$ cat src/rtl/ff_bank_pkg.sv
// Shared definitions for the multi-mode flip-flop bank.
// Holds the 2-bit mode encodings used by the bank and its per-bit cells.
package ff_bank_pkg;

  typedef enum logic [1:0] {
    MODE_D  = 2'b00,
    MODE_T  = 2'b01,
    MODE_JK = 2'b10,
    MODE_SR = 2'b11
  } mode_e;

endpackage

$ cat src/rtl/ff_cell.sv
// One storage bit of ff_bank: D/T/JK/SR next-state, registered edge flags,
// a combinational SR-conflict output and a combinational change strobe.
module ff_cell
  import ff_bank_pkg::*;
#(
  parameter logic INIT = 1'b0
) (
  input  logic       i_clk,
  input  logic       i_rst,
  input  logic       i_en,
  input  logic [1:0] i_mode,
  input  logic       i_a,
  input  logic       i_b,
  input  logic       i_rst_val,
  output logic       o_q,
  output logic       o_rise,
  output logic       o_fall,
  output logic       o_conflict,
  output logic       o_chg
);

  logic r_q    = INIT;
  logic r_rise = 1'b0;
  logic r_fall = 1'b0;
  logic w_q_next;

  always_comb begin
    w_q_next = r_q;
    if (i_en) begin
      unique case (mode_e'(i_mode))
        MODE_D:  w_q_next = i_a;
        MODE_T:  w_q_next = r_q ^ i_a;
        MODE_JK: begin
          unique case ({i_a, i_b})
            2'b01:   w_q_next = 1'b0;
            2'b10:   w_q_next = 1'b1;
            2'b11:   w_q_next = ~r_q;
            default: w_q_next = r_q;
          endcase
        end
        MODE_SR: begin
          // S=R=1 is the conflict state and holds
          unique case ({i_a, i_b})
            2'b01:   w_q_next = 1'b0;
            2'b10:   w_q_next = 1'b1;
            default: w_q_next = r_q;
          endcase
        end
        default: w_q_next = r_q;
      endcase
    end
  end

  always_ff @(posedge i_clk) begin
    if (i_rst) begin
      r_q    <= i_rst_val;
      r_rise <= 1'b0;
      r_fall <= 1'b0;
    end else begin
      r_q    <= w_q_next;
      r_rise <= ~r_q & w_q_next;
      r_fall <= r_q & ~w_q_next;
    end
  end

  assign o_q        = r_q;
  assign o_rise     = r_rise;
  assign o_fall     = r_fall;
  assign o_conflict = i_en & (i_mode == MODE_SR) & i_a & i_b;
  assign o_chg      = r_q ^ w_q_next;

endmodule

$ cat src/rtl/ff_bank.sv
// WIDTH-bit multi-mode flip-flop bank with clock enable, edge flags,
// a sticky SR-conflict flag and a saturating per-edge change counter.
module ff_bank
  import ff_bank_pkg::*;
#(
  parameter int unsigned             WIDTH     = 8,
  parameter logic [WIDTH-1:0]        RESET_VAL = {WIDTH{1'b0}},
  parameter int unsigned             CNT_W     = 16
) (
  input  logic             i_clk,
  input  logic             i_rst,
  input  logic             i_en,
  input  logic [1:0]       i_mode,
  input  logic [WIDTH-1:0] i_a,
  input  logic [WIDTH-1:0] i_b,
  input  logic             i_clr_err,
  output logic [WIDTH-1:0] o_q,
  output logic [WIDTH-1:0] o_qb,
  output logic [WIDTH-1:0] o_rise,
  output logic [WIDTH-1:0] o_fall,
  output logic             o_sr_err,
  output logic [CNT_W-1:0] o_chg_cnt
);

  logic [WIDTH-1:0] w_conflict;
  logic [WIDTH-1:0] w_chg;
  logic             r_sr_err = 1'b0;
  logic [CNT_W-1:0] r_cnt    = '0;

  for (genvar i = 0; i < WIDTH; i++) begin : g_cell
    ff_cell #(
      .INIT(RESET_VAL[i])
    ) u_cell (
      .i_clk     (i_clk),
      .i_rst     (i_rst),
      .i_en      (i_en),
      .i_mode    (i_mode),
      .i_a       (i_a[i]),
      .i_b       (i_b[i]),
      .i_rst_val (RESET_VAL[i]),
      .o_q       (o_q[i]),
      .o_rise    (o_rise[i]),
      .o_fall    (o_fall[i]),
      .o_conflict(w_conflict[i]),
      .o_chg     (w_chg[i])
    );
  end

  // A new conflict outranks a simultaneous clear
  always_ff @(posedge i_clk) begin
    if (i_rst) begin
      r_sr_err <= 1'b0;
    end else if (|w_conflict) begin
      r_sr_err <= 1'b1;
    end else if (i_clr_err) begin
      r_sr_err <= 1'b0;
    end
  end

  always_ff @(posedge i_clk) begin
    if (i_rst) begin
      r_cnt <= '0;
    end else if ((|w_chg) && (r_cnt != {CNT_W{1'b1}})) begin
      r_cnt <= r_cnt + CNT_W'(1);
    end
  end

  assign o_qb      = ~o_q;
  assign o_sr_err  = r_sr_err;
  assign o_chg_cnt = r_cnt;

endmodule
$ cat config.mk
export PLATFORM = sky130hd
export DESIGN_NAME = ff_bank
export DESIGN_NICKNAME = d
export VERILOG_FILES = /design/src/rtl/ff_bank_pkg.sv /design/src/rtl/ff_cell.sv /design/src/rtl/ff_bank.sv
export SDC_FILE = /design/constraint.sdc
export NUM_CORES = 1
export LEC_CHECK = 0
export BUFFER_PORTS_ARGS = -buffer_cell sky130_fd_sc_hd__clkbuf_2
export CORE_MARGIN = 4
export CORE_UTILIZATION = 48
export DETAILED_ROUTE_END_ITERATION = 16
export GPL_TIMING_DRIVEN = 0
export PLACE_DENSITY = 0.78
export SLEW_MARGIN = 10
export SYNTH_ARGS = -nofsm -noshare
export SYNTH_HDL_FRONTEND = slang
export SYNTH_SLANG_ARGS = --single-unit
$ cat constraint.sdc
create_clock -name i_clk -period 2.85 [get_ports i_clk]
set_clock_uncertainty 0.05 [all_clocks]
set_input_delay 0.4275 -clock i_clk [delete_from_list [all_inputs] [get_ports i_clk]]
set_output_delay 0.4275 -clock i_clk [all_outputs]
set_load 0.005 [all_outputs]
# == After elaboration in Yosys (flattened, before gate mapping) ==
# Index checks and enable logic that the tools add are counted.
# W data, S select, Z words.
# totals
register_bits,41
inputBits,22
word_cells,160
# op_classes
addsub,1
eq_ne,28
n_mux,34
bitwise,66
reduce_logical,5
# ops
cell,count
$eq A2 B2 Y1 const B,18
$and A1 B1 Y1,33
$pmux W1 S4,8
$pmux W1 S3,8
$eq A2 B1 Y1 const B,9
$add A16 B1 Y16 const B,1
$ne A16 B16 Y1 const B,1
$not A1 Y1,16
$pmux W1 S2,8
$reduce_or A8 Y1,2
$xor A1 B1 Y1,16
$mux W1,10
$not A8 Y8,1
$logic_not A2 Y1,1
$reduce_bool A2 Y1,1
$logic_and A1 B1 Y1,1

# == Longest topological paths before layout ==
# depth
depth_word,7
ltp_mapped,12
ltp_nobuf,11

# == By module ==
# From an unflattened synthesis, not the netlist that was laid out.
# hier_totals
cells_unflattened,333
hier_area_um2,2841.5
# by_module_without_submodules
module,instances,cells_each,area_per_inst_um2,seq_area_each_um2
ff_cell at g_cell[2].u_cell ...,5,27,231.5,60.1
ff_bank,1,117,982.2,340.3
ff_cell at g_cell[0].u_cell ...,3,27,234.0,60.1

# == Worst setup path before layout ==
# Ideal clock, no wire load.
# synth_timing
path_type,input -> register
from,input port i_mode[0]
to,register r_cnt[3] (netlist: o_chg_cnt[3])
setup_ns,0.070
arrival_time_ns,2.703
required_ns,2.730
slack_ns,0.027
stages,11
n_path_buf,2
path_cell_list,clkbuf_1 inv_1 o311ai_0 a22oi_1 inv_1 ha_1 nand4_1 nor2_1 buf_4 or4_2 a21oi_1
# synth_via
elab_chain_len,6
word_cells_on_any_way,30
cone_classes,eq/ne: 3; mux: 16; bitwise: 8; reduce/logical: 3
# synth_lines
item,line_no,source
"start, declared",ff_bank.sv:13,"input logic [1:0] i_mode,"
$eq A2 B2 Y1 (tied with other cells),ff_cell.sv:30,unique case (mode_e'(i_mode))
$pmux W1 S4 *,ff_cell.sv:30,
$mux W1 *,ff_cell.sv:29,if (i_en) begin
via g_cell[3].u_cell.w_q_next,ff_cell.sv:25,logic w_q_next;
$xor A1 B1 Y1 *,ff_cell.sv:70,assign o_chg = r_q ^ w_q_next;
$reduce_or A8 Y1 *,ff_bank.sv:63,end else if ((|w_chg) && (r_cnt != {CNT_W{1'b1}})) begin
$logic_and A1 B1 Y1 *,ff_bank.sv:63,
"end signal, assigned",ff_bank.sv:64,r_cnt <= r_cnt + CNT_W'(1);
"end, declared",ff_bank.sv:28,logic [CNT_W-1:0] r_cnt = '0;
# The timed path passes the listed nets; every way through them passes the cells marked *.
# A chain may end at the register's enable or synchronous reset.

# == Worst setup path in the final report ==
# layout_timing
from,input port i_mode[1]
to,register r_cnt[3] (netlist: o_chg_cnt[3])
# layout_via
elab_chain_len,6
word_cells_on_any_way,30
cone_classes,eq/ne: 3; mux: 16; bitwise: 8; reduce/logical: 3
# layout_lines
item,line_no
$eq A2 B2 Y1 (tied with other cells),ff_cell.sv:30
$pmux W1 S4 *,ff_cell.sv:30
$mux W1 *,ff_cell.sv:29
via g_cell[6].u_cell.w_q_next,ff_cell.sv:25
$xor A1 B1 Y1 *,ff_cell.sv:70
$reduce_or A8 Y1 *,ff_bank.sv:63
$logic_and A1 B1 Y1 *,ff_bank.sv:63
# Marked as above.

==> metrics.log <==
INFO  metric final_count_of_hold_timing_violations = 0
INFO  metric fp.dieW = 83.3 um
INFO  metric clock_latency_on_the_worst_skew_pair = 0.29 ns
INFO  metric synth.net_count = 359
INFO  metric initial_utilization = 49.4%
INFO  metric timing.final.crit_period = 2.83 ns
INFO  metric place_congestion = 0.867
INFO  metric cp_data_arrival_time = 3.01 ns
INFO  metric top_level_ports = 71
INFO  metric area_growth_syn_to_layout = 24.2%
INFO  metric ys_types = 44
INFO  metric fillerInstances = 478
INFO  metric timing.setup.critical_path_class = input port to register
INFO  metric synth_enable_flop_cells = 0
INFO  metric ctsRootBufferMaster = sky130_fd_sc_hd__clkbuf_8
INFO  metric cellLeakagePower = 1.62 nW
INFO  metric die-height = 83.3 um
INFO  metric post_synth_inst_count = 312
INFO  metric antenna_cells_inserted = 0
INFO  metric post_synth_most_frequent_cells = 43 x sky130_fd_sc_hd__inv_1, 41 x sky130_fd_sc_hd__dfxtp_1, 34 x sky130_fd_sc_hd__nor2b_1
INFO  metric synth.most_common_cell = sky130_fd_sc_hd__inv_1
INFO  metric drt_iter0_drc = 193
INFO  metric yosysWarnings = 0
INFO  metric detail-route-antenna-nets = 0
INFO  metric drt_pass_1_iters = 4
INFO  metric grt_antenna_before_repair = 0
INFO  metric endpoint_kind_of_the_worst_setup_timing_path = register
INFO  metric layout.nets = 441
INFO  metric route.final.wire_length = 6560 um
INFO  metric status = finished, final reports clean
INFO  metric postCtsHoldBufs = 0
INFO  metric hold_path.class = input port to register
INFO  metric grt.overflow.total = 0
INFO  metric cts_made_buffers = 5
INFO  metric place_area = 3150 um2
INFO  metric slew_at_the_pin_closest_to_its_max_slew_limit = 0.574 ns
INFO  metric viasPerCell = 5.30
INFO  metric slew_viol_final = 0
INFO  metric dominantRegCellSynth = sky130_fd_sc_hd__dfxtp_1
INFO  metric drive_gt1_share = 36.2%
INFO  metric post_synth_main_area_contributors = sky130_fd_sc_hd__dfxtp_1 30%, sky130_fd_sc_hd__ha_1 11%, sky130_fd_sc_hd__nor2b_1 7.8%, sky130_fd_sc_hd__buf_4 6.9%, sky130_fd_sc_hd__inv_1 5.9%
INFO  metric cp_data_required_time = 3.03 ns
INFO  metric routed-via-count = 2476
INFO  metric critPathLaunchType = input port
INFO  metric grt_max_degree = 14
INFO  metric finish.instance_area = 3380 um2
INFO  metric slew_headroom = 61.4%
INFO  metric cts.reportedPaths.clkPinSlew = 0.08 ns
INFO  metric post_synthesis_instance_area = 2720 um2
INFO  metric synthDominantCellAreaShare = 30.2%
INFO  metric seq_area_frac_synth = 30.2%
INFO  metric cp_slowest_stage_delay = 0.66 ns
INFO  metric core_area = 5510 um2
INFO  metric cts.path.max_buffers = 2
INFO  metric final_min_period_over_clock_period = 99.4%
INFO  metric cts-htree-levels = 2
INFO  metric worst_ir_drop_vdd = 256 uV
INFO  metric finalSetupViolations = 0
INFO  metric max_freq = 0.353 GHz
INFO  metric std_cell_rows = 27
INFO  metric yosys_register_bits = 41
INFO  metric cap_violations = 0
INFO  metric tritoncts = built
INFO  metric power-per-cell-area = 435 nW/um2
INFO  metric ys_async_sr_fraction = 0%
INFO  metric wl_per_cell = 14.0 um
INFO  metric grt.total_usage = 19.1%
INFO  metric syn-mean-instance-area = 8.72 um2
INFO  metric clock-sinks = 41
INFO  metric first_pass_grt_wire_length = 11200 um
INFO  metric first_global_vias = 2425
INFO  metric place.detailed.hpwl = 4960 um
INFO  metric die_area = 6940 um2
INFO  metric finalCoreUtilization = 61.3%
INFO  metric detail_route.drc_violations = 0
INFO  metric critical_path_peak_fanout = 10
INFO  metric rsz0062_at_grt = yes
INFO  metric whs = 0.342 ns
INFO  metric synthDominantAreaCellType = sky130_fd_sc_hd__dfxtp_1
INFO  metric worstPathCellList = clkbuf_2 -> clkbuf_4 -> or3b_2 -> o311ai_0 -> a22oi_1 -> inv_1 -> ha_1 -> nand4_1 -> nor2_1 -> buf_4 -> or4_2 -> a21oi_2
INFO  metric numPortBuffers = 68
INFO  metric critPathSlowestCell = sky130_fd_sc_hd__or4_2
INFO  metric total_power = 0.00147 W
==> path summary, 6_finish.rpt <==
kind	from	end	slack, ns	cells past startpoint
hold / removal	i_clr_err	o_sr_err	0.34	3
hold reg to reg	o_sr_err	o_sr_err	0.44	2
setup / recovery	i_mode[1]	o_chg_cnt[3]	0.02	12
setup reg to reg	g_cell[2].u_cell.o_q	o_chg_cnt[3]	0.10	10
==> logic make-up (layout without fill, tap and decap cells) <==
kind of cell    after synthesis  count (layout)  share of synthesized area, %
simple gates                 98              98                          23.4
buf+inv                      81             164                          15.6
fa+ha+maj                    33              33                          14.4
mux                           5               5                          2.02
flops                        41              41                          30.2
compound gates               54              54                          14.4
==> per-stage QoR <==
step,instances,setup WS [ns],setup TNS (ns)
after floorplan,312,0.0266,0
after global placement,452,-0.439,-4.01
after detailed placement,452,-0.496,-4.97
after CTS,464,0.00851,0
after global routing,467,-0.102,-0.427
final,467,0.0176,0
==> layout by cell type (no fill, tap or decap), types with 7 or more instances in the layout <==
cell | synthesis | final
sky130_fd_sc_hd__a21oi_1 | 12 | 11
sky130_fd_sc_hd__maj3_1 | 8 | 8
sky130_fd_sc_hd__a22oi_1 | 11 | 10
sky130_fd_sc_hd__or3b_2 | 10 | 10
sky130_fd_sc_hd__nor2b_1 | 34 | 34
sky130_fd_sc_hd__nor2_1 | 14 | 14
sky130_fd_sc_hd__dfxtp_1 | 41 | 41
sky130_fd_sc_hd__clkbuf_2 | 1 | 70
sky130_fd_sc_hd__nand2_1 | 8 | 7
sky130_fd_sc_hd__ha_1 | 25 | 24
sky130_fd_sc_hd__buf_4 | 25 | 32
sky130_fd_sc_hd__inv_1 | 43 | 43
==> state kept, by name, indices dropped and copies added, names as in the netlist <==
register / flops
g_cell.u_cell.o_fall: 8
g_cell.u_cell.o_q: 8
g_cell.u_cell.o_rise: 8
o_chg_cnt: 16
o_sr_err: 1
==> per-layer routing <==
| metal | GRT usage, % | wire length, um | share of wire [%] | vias up |
|---|---|---|---|---|
| met4 | 5.79 | 93 | 1.4 | 0 |
| met2 | 31.1 | 3090 | 47 | 68 |
| met1 | 25.4 | 3060 | 47 | 1160 |
| met5 | 0 | 0 | 0 | - |
| li1 | - | - | - | 1238 |
| met3 | 3.97 | 315 | 4.8 | 10 |
==> report_power, final <==
part | internal [W] | switching [W] | total [W]
clock network | 0.000348 | 0.000200 | 0.000548
logic | 0.000150 | 0.000149 | 0.000299
registers | 0.000598 | 0.0000241 | 0.000622
total | 0.00110 | 0.000373 | 0.00147
==> critical path, delay by kind of cell <==
family / cells / cell delay, ns
and+or+nand+nor: 4 / 1.32
buffers and inverters: 4 / 0.59
AOI/OAI and AO/OA: 3 / 0.44
adders and majority gates: 1 / 0.23
==> final cells by class <==
cell class | instances | area [um2] | share of cell area (%)
Sequential cell | 41 | 821 | 24.3
Multi-Input combinational cell | 190 | 1510 | 44.6
Buffer | 38 | 273 | 8.07
Timing Repair Buffer | 75 | 393 | 11.6
Tap cell | 72 | 90.1 | 2.67
Inverter | 43 | 161 | 4.78
Clock inverter | 3 | 65.1 | 1.93
Clock buffer | 5 | 68.8 | 2.04
==> repair_timing <==
item,4_1_cts,5_1_grt
pin swaps,4,5
buffers inserted,4,3
resized for setup,3,13
endpoints found under the hold margin,0,0
endpoints found under the setup margin,11,11
(Power assumes the default switching activity.)
